$ cat config.mk
export PLATFORM = sky130hd
export DESIGN_NAME = micro_sequencer_flat
export DESIGN_NICKNAME = d
export VERILOG_FILES = /design/src/rtl/micro_seq_pkg.sv /design/src/rtl/micro_seq_if.sv /design/src/rtl/micro_ret_stack.sv /design/src/rtl/micro_sequencer.sv /design/src/flat_wrapper.sv
export SDC_FILE = /design/constraint.sdc
export NUM_CORES = 1
export LEC_CHECK = 0
export CAP_MARGIN = 20
export CORE_MARGIN = 10
export CORE_UTILIZATION = 37
export CTS_BUF_LIST = sky130_fd_sc_hd__clkbuf_8 sky130_fd_sc_hd__clkbuf_16
export DETAILED_ROUTE_END_ITERATION = 12
export PLACE_DENSITY = 0.73
export SETUP_SLACK_MARGIN = 0.05
export SLEW_MARGIN = 40
export SYNTH_ARGS = -nofsm -noshare
export SYNTH_HDL_FRONTEND = slang
export SYNTH_HIERARCHICAL = 1
export SYNTH_SLANG_ARGS = --single-unit
$ cat constraint.sdc
create_clock -name clk -period 1.6 [get_ports clk]
set_input_delay 0.4 -clock clk [delete_from_list [all_inputs] [get_ports clk]]
set_output_delay 0.4 -clock clk [all_outputs]
set_load 0.1 [all_outputs]
$ cat src/rtl/micro_seq_pkg.sv
// micro_seq_pkg: shared types for the micro-sequencer.
//   next_sel_e   - next-address source select carried by the microword
//   seq_state_e  - sequencer FSM states
//   disp_res_t   - result of an opcode dispatch lookup {hit, addr}
//   dispatch_lookup() - opcode -> micro-address map; a miss sends the
//                       sequencer to its fault entry
package micro_seq_pkg;

    typedef enum logic [1:0] {
        SEL_INC      = 2'b00,
        SEL_JUMP     = 2'b01,
        SEL_DISPATCH = 2'b10,
        SEL_COND     = 2'b11
    } next_sel_e;

    typedef enum logic [1:0] {
        ST_IDLE  = 2'd0,
        ST_RUN   = 2'd1,
        ST_STALL = 2'd2,
        ST_HALT  = 2'd3
    } seq_state_e;

    localparam int DISP_OPC_W  = 6;
    localparam int DISP_ADDR_W = 6;

    typedef struct packed {
        logic                   hit;
        logic [DISP_ADDR_W-1:0] addr;
    } disp_res_t;

    // Dispatch map. Entry points are the first microword of each
    // instruction's microroutine.
    function automatic disp_res_t dispatch_lookup(input logic [DISP_OPC_W-1:0] opc);
        disp_res_t r;
        r.hit  = 1'b1;
        r.addr = '0;
        case (opc)
            6'h00:   r.addr = 6'd16;
            6'h01:   r.addr = 6'd20;
            6'h10:   r.addr = 6'd40;
            6'h23:   r.addr = 6'd12;
            default: r.hit  = 1'b0;
        endcase
        return r;
    endfunction

endpackage

$ cat src/rtl/micro_seq_if.sv
// micro_seq_if: microword / control-store address bundle.
//   master: drives start, stall, halt, next_sel, next_addr, cond, opcode,
//           ucall, uret; observes uaddr, uaddr_vld, busy, fault
//   slave : the sequencer side (directions reversed)
interface micro_seq_if #(
    parameter int UADDR_W = 6,
    parameter int OPC_W   = 6
);
    import micro_seq_pkg::*;

    logic               start;
    logic               stall;
    logic               halt;
    next_sel_e          next_sel;
    logic [UADDR_W-1:0] next_addr;
    logic               cond;
    logic [OPC_W-1:0]   opcode;
    logic               ucall;
    logic               uret;
    logic [UADDR_W-1:0] uaddr;
    logic               uaddr_vld;
    logic               busy;
    logic               fault;

    modport master (
        output start, stall, halt, next_sel, next_addr, cond, opcode, ucall, uret,
        input  uaddr, uaddr_vld, busy, fault
    );

    modport slave (
        input  start, stall, halt, next_sel, next_addr, cond, opcode, ucall, uret,
        output uaddr, uaddr_vld, busy, fault
    );

endinterface

$ cat src/rtl/micro_ret_stack.sv
// micro_ret_stack: LIFO of return micro-addresses for microcode calls.
// Only compiled when MICRO_SEQ_CALL_EN is defined.
//   clk, rst_n    - clock, async active-low reset (clears pointer)
//   clr           - synchronous pointer clear (new microprogram)
//   push/push_data- store a return address (ignored when full)
//   pop           - discard the top entry (ignored when empty)
//   top           - most recently pushed entry
//   full, empty   - occupancy flags
`ifdef MICRO_SEQ_CALL_EN
module micro_ret_stack #(
    parameter int DEPTH = 4,
    parameter int W     = 6
) (
    input  logic         clk,
    input  logic         rst_n,
    input  logic         clr,
    input  logic         push,
    input  logic         pop,
    input  logic [W-1:0] push_data,
    output logic [W-1:0] top,
    output logic         full,
    output logic         empty
);
    localparam int PW = $clog2(DEPTH + 1);
    localparam int AW = (DEPTH > 1) ? $clog2(DEPTH) : 1;

    logic [PW-1:0] ptr;
    logic [PW-1:0] ptr_dec;
    logic [W-1:0]  mem [DEPTH];

    assign full    = (ptr == PW'(DEPTH));
    assign empty   = (ptr == '0);
    assign ptr_dec = ptr - PW'(1);
    assign top     = mem[ptr_dec[AW-1:0]];

    always_ff @(posedge clk or negedge rst_n) begin
        if (!rst_n)              ptr <= '0;
        else if (clr)            ptr <= '0;
        else if (push && !full)  ptr <= ptr + PW'(1);
        else if (pop && !empty)  ptr <= ptr_dec;
    end

    // Storage needs no reset: an entry is only read after it was written.
    always_ff @(posedge clk) begin
        if (!clr && push && !full) mem[ptr[AW-1:0]] <= push_data;
    end
endmodule
`endif

$ cat src/rtl/micro_sequencer.sv
// micro_sequencer: next-micro-address controller for the control store.
//   clk, rst_n - clock, async active-low reset
//   bus        - micro_seq_if.slave: microword fields in, uaddr/uaddr_vld/
//                busy/fault out (uaddr and fault are registered)
// Optional feature macro: MICRO_SEQ_CALL_EN adds a STACK_DEPTH-entry return
// stack for ucall/uret. Without it ucall acts as a jump and uret is ignored.
module micro_sequencer
    import micro_seq_pkg::*;
#(
    parameter int UADDR_W     = 6,
    parameter int OPC_W       = 6,
    parameter int RESET_UADDR = 0,
    parameter int FAULT_UADDR = 63,
    parameter int STACK_DEPTH = 4
) (
    input logic        clk,
    input logic        rst_n,
    micro_seq_if.slave bus
);
    seq_state_e         state, state_nxt;
    logic [UADDR_W-1:0] uaddr, uaddr_nxt, uaddr_inc, sel_addr;
    logic               fault, fault_nxt, sel_fault;
    logic               start_acc, advance;
    disp_res_t          disp;

    // A start is only honoured when no microprogram is running.
    assign start_acc = (state == ST_IDLE || state == ST_HALT) && bus.start;
    // Leaving STALL evaluates the current microword in the same cycle.
    assign advance   = (state == ST_RUN || state == ST_STALL) && !bus.stall && !bus.halt;
    assign uaddr_inc = uaddr + UADDR_W'(1);
    assign disp      = dispatch_lookup(DISP_OPC_W'(bus.opcode));

    // FSM: state register
    always_ff @(posedge clk or negedge rst_n) begin
        if (!rst_n) state <= ST_IDLE;
        else        state <= state_nxt;
    end

    // FSM: next state (stall outranks halt)
    always_comb begin
        state_nxt = state;
        case (state)
            ST_IDLE, ST_HALT: if (bus.start) state_nxt = ST_RUN;
            ST_RUN, ST_STALL: begin
                if (bus.stall)     state_nxt = ST_STALL;
                else if (bus.halt) state_nxt = ST_HALT;
                else               state_nxt = ST_RUN;
            end
            default:           state_nxt = ST_IDLE;
        endcase
    end

    // FSM: outputs
    always_comb begin
        bus.uaddr_vld = (state == ST_RUN || state == ST_STALL);
        bus.busy      = (state == ST_RUN || state == ST_STALL);
    end

    // Plain next_sel decode
    always_comb begin
        sel_addr  = uaddr_inc;
        sel_fault = 1'b0;
        case (bus.next_sel)
            SEL_INC:  sel_addr = uaddr_inc;
            SEL_JUMP: sel_addr = bus.next_addr;
            SEL_DISPATCH: begin
                sel_addr  = disp.hit ? UADDR_W'(disp.addr) : UADDR_W'(FAULT_UADDR);
                sel_fault = !disp.hit;
            end
            SEL_COND: sel_addr = bus.cond ? bus.next_addr : uaddr_inc;
            default:  sel_addr = uaddr_inc;
        endcase
    end

`ifdef MICRO_SEQ_CALL_EN
    logic               push, pop, stk_full, stk_empty;
    logic [UADDR_W-1:0] stk_top;

    micro_ret_stack #(.DEPTH(STACK_DEPTH), .W(UADDR_W)) u_stack (
        .clk       (clk),
        .rst_n     (rst_n),
        .clr       (start_acc),
        .push      (push),
        .pop       (pop),
        .push_data (uaddr_inc),
        .top       (stk_top),
        .full      (stk_full),
        .empty     (stk_empty)
    );

    // Priority once advancing: uret > ucall > next_sel.
    always_comb begin
        uaddr_nxt = uaddr;
        fault_nxt = fault;
        push      = 1'b0;
        pop       = 1'b0;
        if (start_acc) begin
            uaddr_nxt = UADDR_W'(RESET_UADDR);
            fault_nxt = 1'b0;
        end else if (advance) begin
            if (bus.uret) begin
                if (stk_empty) begin
                    uaddr_nxt = UADDR_W'(FAULT_UADDR);
                    fault_nxt = 1'b1;
                end else begin
                    uaddr_nxt = stk_top;
                    pop       = 1'b1;
                end
            end else if (bus.ucall) begin
                if (stk_full) begin
                    uaddr_nxt = UADDR_W'(FAULT_UADDR);
                    fault_nxt = 1'b1;
                end else begin
                    uaddr_nxt = bus.next_addr;
                    push      = 1'b1;
                end
            end else begin
                uaddr_nxt = sel_addr;
                fault_nxt = fault | sel_fault;
            end
        end
    end
`else
    logic unused_uret;
    assign unused_uret = bus.uret;

    always_comb begin
        uaddr_nxt = uaddr;
        fault_nxt = fault;
        if (start_acc) begin
            uaddr_nxt = UADDR_W'(RESET_UADDR);
            fault_nxt = 1'b0;
        end else if (advance) begin
            if (bus.ucall) begin
                uaddr_nxt = bus.next_addr;
            end else begin
                uaddr_nxt = sel_addr;
                fault_nxt = fault | sel_fault;
            end
        end
    end
`endif

    always_ff @(posedge clk or negedge rst_n) begin
        if (!rst_n) begin
            uaddr <= '0;
            fault <= 1'b0;
        end else begin
            uaddr <= uaddr_nxt;
            fault <= fault_nxt;
        end
    end

    assign bus.uaddr = uaddr;
    assign bus.fault = fault;

endmodule

$ cat src/flat_wrapper.sv
// flat-port wrapper written by rule: the top's interface ports become plain ports
module micro_sequencer_flat import micro_seq_pkg::*;
#(
    parameter int UADDR_W     = 6,
    parameter int OPC_W       = 6,
    parameter int RESET_UADDR = 0,
    parameter int FAULT_UADDR = 63,
    parameter int STACK_DEPTH = 4
)
  (clk, rst_n, bus_start, bus_stall, bus_halt, bus_next_sel, bus_next_addr, bus_cond, bus_opcode, bus_ucall, bus_uret, bus_uaddr, bus_uaddr_vld, bus_busy, bus_fault);
  micro_seq_if #(.UADDR_W(UADDR_W), .OPC_W(OPC_W)) bus_i ();
  input logic clk;
  input logic rst_n;
  input wire logic [$bits(bus_i.start)-1:0] bus_start;
  input wire logic [$bits(bus_i.stall)-1:0] bus_stall;
  input wire logic [$bits(bus_i.halt)-1:0] bus_halt;
  input wire logic [$bits(bus_i.next_sel)-1:0] bus_next_sel;
  input wire logic [$bits(bus_i.next_addr)-1:0] bus_next_addr;
  input wire logic [$bits(bus_i.cond)-1:0] bus_cond;
  input wire logic [$bits(bus_i.opcode)-1:0] bus_opcode;
  input wire logic [$bits(bus_i.ucall)-1:0] bus_ucall;
  input wire logic [$bits(bus_i.uret)-1:0] bus_uret;
  output wire logic [$bits(bus_i.uaddr)-1:0] bus_uaddr;
  output wire logic [$bits(bus_i.uaddr_vld)-1:0] bus_uaddr_vld;
  output wire logic [$bits(bus_i.busy)-1:0] bus_busy;
  output wire logic [$bits(bus_i.fault)-1:0] bus_fault;
  assign bus_i.start = bus_start;
  assign bus_i.stall = bus_stall;
  assign bus_i.halt = bus_halt;
  assign bus_i.next_sel = bus_next_sel;
  assign bus_i.next_addr = bus_next_addr;
  assign bus_i.cond = bus_cond;
  assign bus_i.opcode = bus_opcode;
  assign bus_i.ucall = bus_ucall;
  assign bus_i.uret = bus_uret;
  assign bus_uaddr = bus_i.uaddr;
  assign bus_uaddr_vld = bus_i.uaddr_vld;
  assign bus_busy = bus_i.busy;
  assign bus_fault = bus_i.fault;
  micro_sequencer #(.UADDR_W(UADDR_W), .OPC_W(OPC_W), .RESET_UADDR(RESET_UADDR), .FAULT_UADDR(FAULT_UADDR), .STACK_DEPTH(STACK_DEPTH)) u_core (.clk(clk), .rst_n(rst_n), .bus(bus_i));
endmodule
==> flow_summary.toml <==
[yosys]
synth_area_leaders = "dfrtp_1 30%, nand2_1 6.1%, nor2_1 4.5%"
synthesis.area_um2 = 743.2
synth_fp_nets = 117
synthArstFlopShare_pct = 100.0
ys_seq_area_share_pct = 30.30
synth_edf_count = 0
yosysUniqueCellTypes = 38
yosys_register_bits = 9
synth_top_cell_area_share_pct = 30.30
avgSynthCellArea_um2 = 7.907
yosysTopAreaCell = "dfrtp_1"
syn_inst = 94
ys.flop_type = "dfrtp_1"
yosysWarnings = 6
synth_common_cells = "12 x nand2_1, 9 x dfrtp_1, 9 x nor2_1"
synth.most_common_cell = "nand2_1"

[clocking]
cts_root_buffer = "clkbuf_8"
clockBufferDepth = 2
cts_buffers = 3
hold_buffers = 0
numClockSinks = 9
insertion_delay_ns = 0.23
cts_tree = "yes"
htreeDepth = 1
clk_pin_slew_ns = 0.05

[detailed_routing]
firstDrtPassIters = 4
drc = 0
vias = 956
drt-wirelength-per-cell_um = 17.68
dr.first_iter.drc_count = 30
ant_nets = 0
drt-vias-per-instance = 5.558
drt_wl_total_um = 3041

[floorplan]
start_util_pct = 38.27
die_h_um = 64.82
fp.dieW_um = 64.82
row_count = 16
coreArea_um2 = 1942
io_pins = 31
die_area_um2 = 4202

[global_routing]
grt_max_degree = 12
grtUsageTotal_pct = 13.37
antenna_found_initial = 0
grt_pass1_wl_um = 4629
grt_pass1_vias = 1030
grt_overflow = 0

[run_status]
failed_checks = "negative setup slack"
outcome = "finished, violations left"

[timing]
min_period_ns = 1.675
fin_ws_ns = -0.07544
drv_slew = 0
setup_viol = 8
period_share_pct = 104.7
relSlewSlack_pct = 69.41
hold_ws_ns = 0.4857
setup-tns-final_ns = -0.3932
skew_ns = 0.001595
worst_slew_pin_slew_ns = 0.4574
hold_viol_final = 0
rsz0062_at_grt = "yes"
fmax_ghz = 0.5969

[placement]
place_inst = 164
hpwl_um = 2130
gp_congestion = 0.8358
port_buffers = 29

[power_and_ir_drop]
seq_power_share_pct = 16.8
switching_share_pct = 53.22
p_sw_uw = 1654
p_int_uw = 1454
powerDensity_nw_per_um2 = 2103
pwr-share-clk_pct = 8.6
pwr-share-comb_pct = 74.6
leakagePower_uw = 0.0006148
worst_ir_drop_vdd_v = 0.001548

[critical_path]
worst-r2r-cell-count = 5
crit_fanout = 5
cp_slowest_stage_delay_ns = 0.48
r2r_setup_slack_ns = -0.08
cp.arrival_ns = 1.81
r2r_start = "u_core/state[1]$_DFFE_PN0P_"
critical_path_required_ns = 1.74
cpMostUsedCell = "buf_4"
crit_start = "u_core/state[1]$_DFFE_PN0P_"
end_kind = "flop"
timing.rr.end = "u_core/bus.uaddr[2]$_DFFE_PN0P_"
slowest_stage = "or4_4"
crit_type = "reg -> reg"
worstPathCellList = "xnor2_2 > buf_4 > or4_4 > buf_4 > o31ai_2"
start_kind = "flop"

[layout]
antenna_cells = 0
nNetsFinal = 169
fin_cells = 172
area_growth_pct = 98.82
drive_gt1_share_pct = 43.45

[worst_hold_path]
hold_class = "in -> async"

[flow_run]
max-cap-violations = 0
==> worst max path at each step <==
stage | slack (ns) | to
final | -0.08 | u_core/bus.uaddr[2]$_DFFE_PN0P_
after global routing | -0.12 | u_core/bus.uaddr[2]$_DFFE_PN0P_
after CTS | -0.07 | bus_uaddr_vld
after detailed placement | -0.51 | u_core/bus.uaddr[0]$_DFFE_PN0P_
after global placement | -0.53 | u_core/bus.uaddr[0]$_DFFE_PN0P_
after floorplan | -0.34 | bus_uaddr_vld
==> metal layers <==
layer | GRT usage (%) | vias up | wire length (µm)
met1 | 15.14 | 450 | 1203
met5 | 0 | - | 0
met3 | 2.921 | 6 | 203
li1 | - | 450 | -
met4 | 5.348 | 0 | 42
met2 | 23.65 | 50 | 1591
==> area by class of cell <==
class	instances	area, µm²
clock buffer	3	41.29
sequential	9	239.0
fill	144	464.2
inverter	3	15.01
multi-input combinational	78	603.1
clock inverter	1	3.754
timing repair buffer	51	541.8
tap	27	33.78
==> stage by stage <==
step | cell area [µm²] | worst slack [ns] | utilization, % | power (µW)
floorplan | 780.7 | -0.3356 | - | 1806
global placement | 1289 | -0.5326 | 66.37 | 2538
detailed placement | 1289 | -0.5063 | 66.37 | 2580
CTS | 1419 | -0.07438 | 73.07 | 3014
global route | 1478 | -0.1231 | 76.10 | 3238
finish | 1478 | -0.07544 | 76.10 | 3107
==> power groups by stage <==
stage | sequential, µW | clock, µW | combinational [µW]
after detailed placement | 518 | 0 | 2060
after global routing | 539 | 281 | 2420
after CTS | 519 | 269 | 2230
after floorplan | 974 | 0 | 832
final | 523 | 267 | 2320
after global placement | 509 | 0 | 2030
==> placed cells by master (no fill, tap or decap), types with 2 or more instances in the layout <==
cell,instances
inv_1,3
nand3_1,4
xnor2_1,2
nand2b_1,4
nor2_1,9
buf_4,19
nand2_1,11
clkbuf_8,3
buf_12,9
o22ai_1,2
dfrtp_2,2
nor3b_2,2
a32oi_2,3
o21ai_1,4
dlygate4sd2_1,8
xor2_1,2
buf_6,3
clkdlybuf4s50_1,11
nor3_2,2
a211oi_2,2
o31ai_2,2
dfrtp_1,4
dfrtp_4,3
==> cells by family (layout without fill, tap and decap cells) <==
kind of cell             after synthesis  in the layout  share of synthesized area (%)
flip-flops                             9              9                          30.30
buffers and inverters                  7             58                          5.386
adder cells (fa/ha/maj)                1              1                          1.683
XOR/XNOR                               5              5                          5.893
AO/OA/AOI/OAI                         29             29                          27.44
AND/OR/NAND/NOR                       43             43                          29.29
==> critical path: cells and delay by family (launching register included) <==
family | cells | cell delay, ns
flip-flops | 1 | 0.41
AND/OR/NAND/NOR | 1 | 0.48
AO/OA/AOI/OAI | 1 | 0.23
buffers and inverters | 2 | 0.31
XOR/XNOR | 1 | 0.15
==> timing repair <==
action	CTS	global route
gates cloned	0	0
pin swaps	8	6
hold endpoints to repair	0	0
setup buffers	3	2
setup endpoints to repair	9	10
resized for setup	29	14
==> sequential cells by signal (all words and copies together) (netlist names) <==
| signal | flops |
|---|---|
| u_core/bus.fault | 1 |
| u_core/bus.uaddr | 6 |
| u_core/state | 2 |
(Power assumes the default switching activity.)
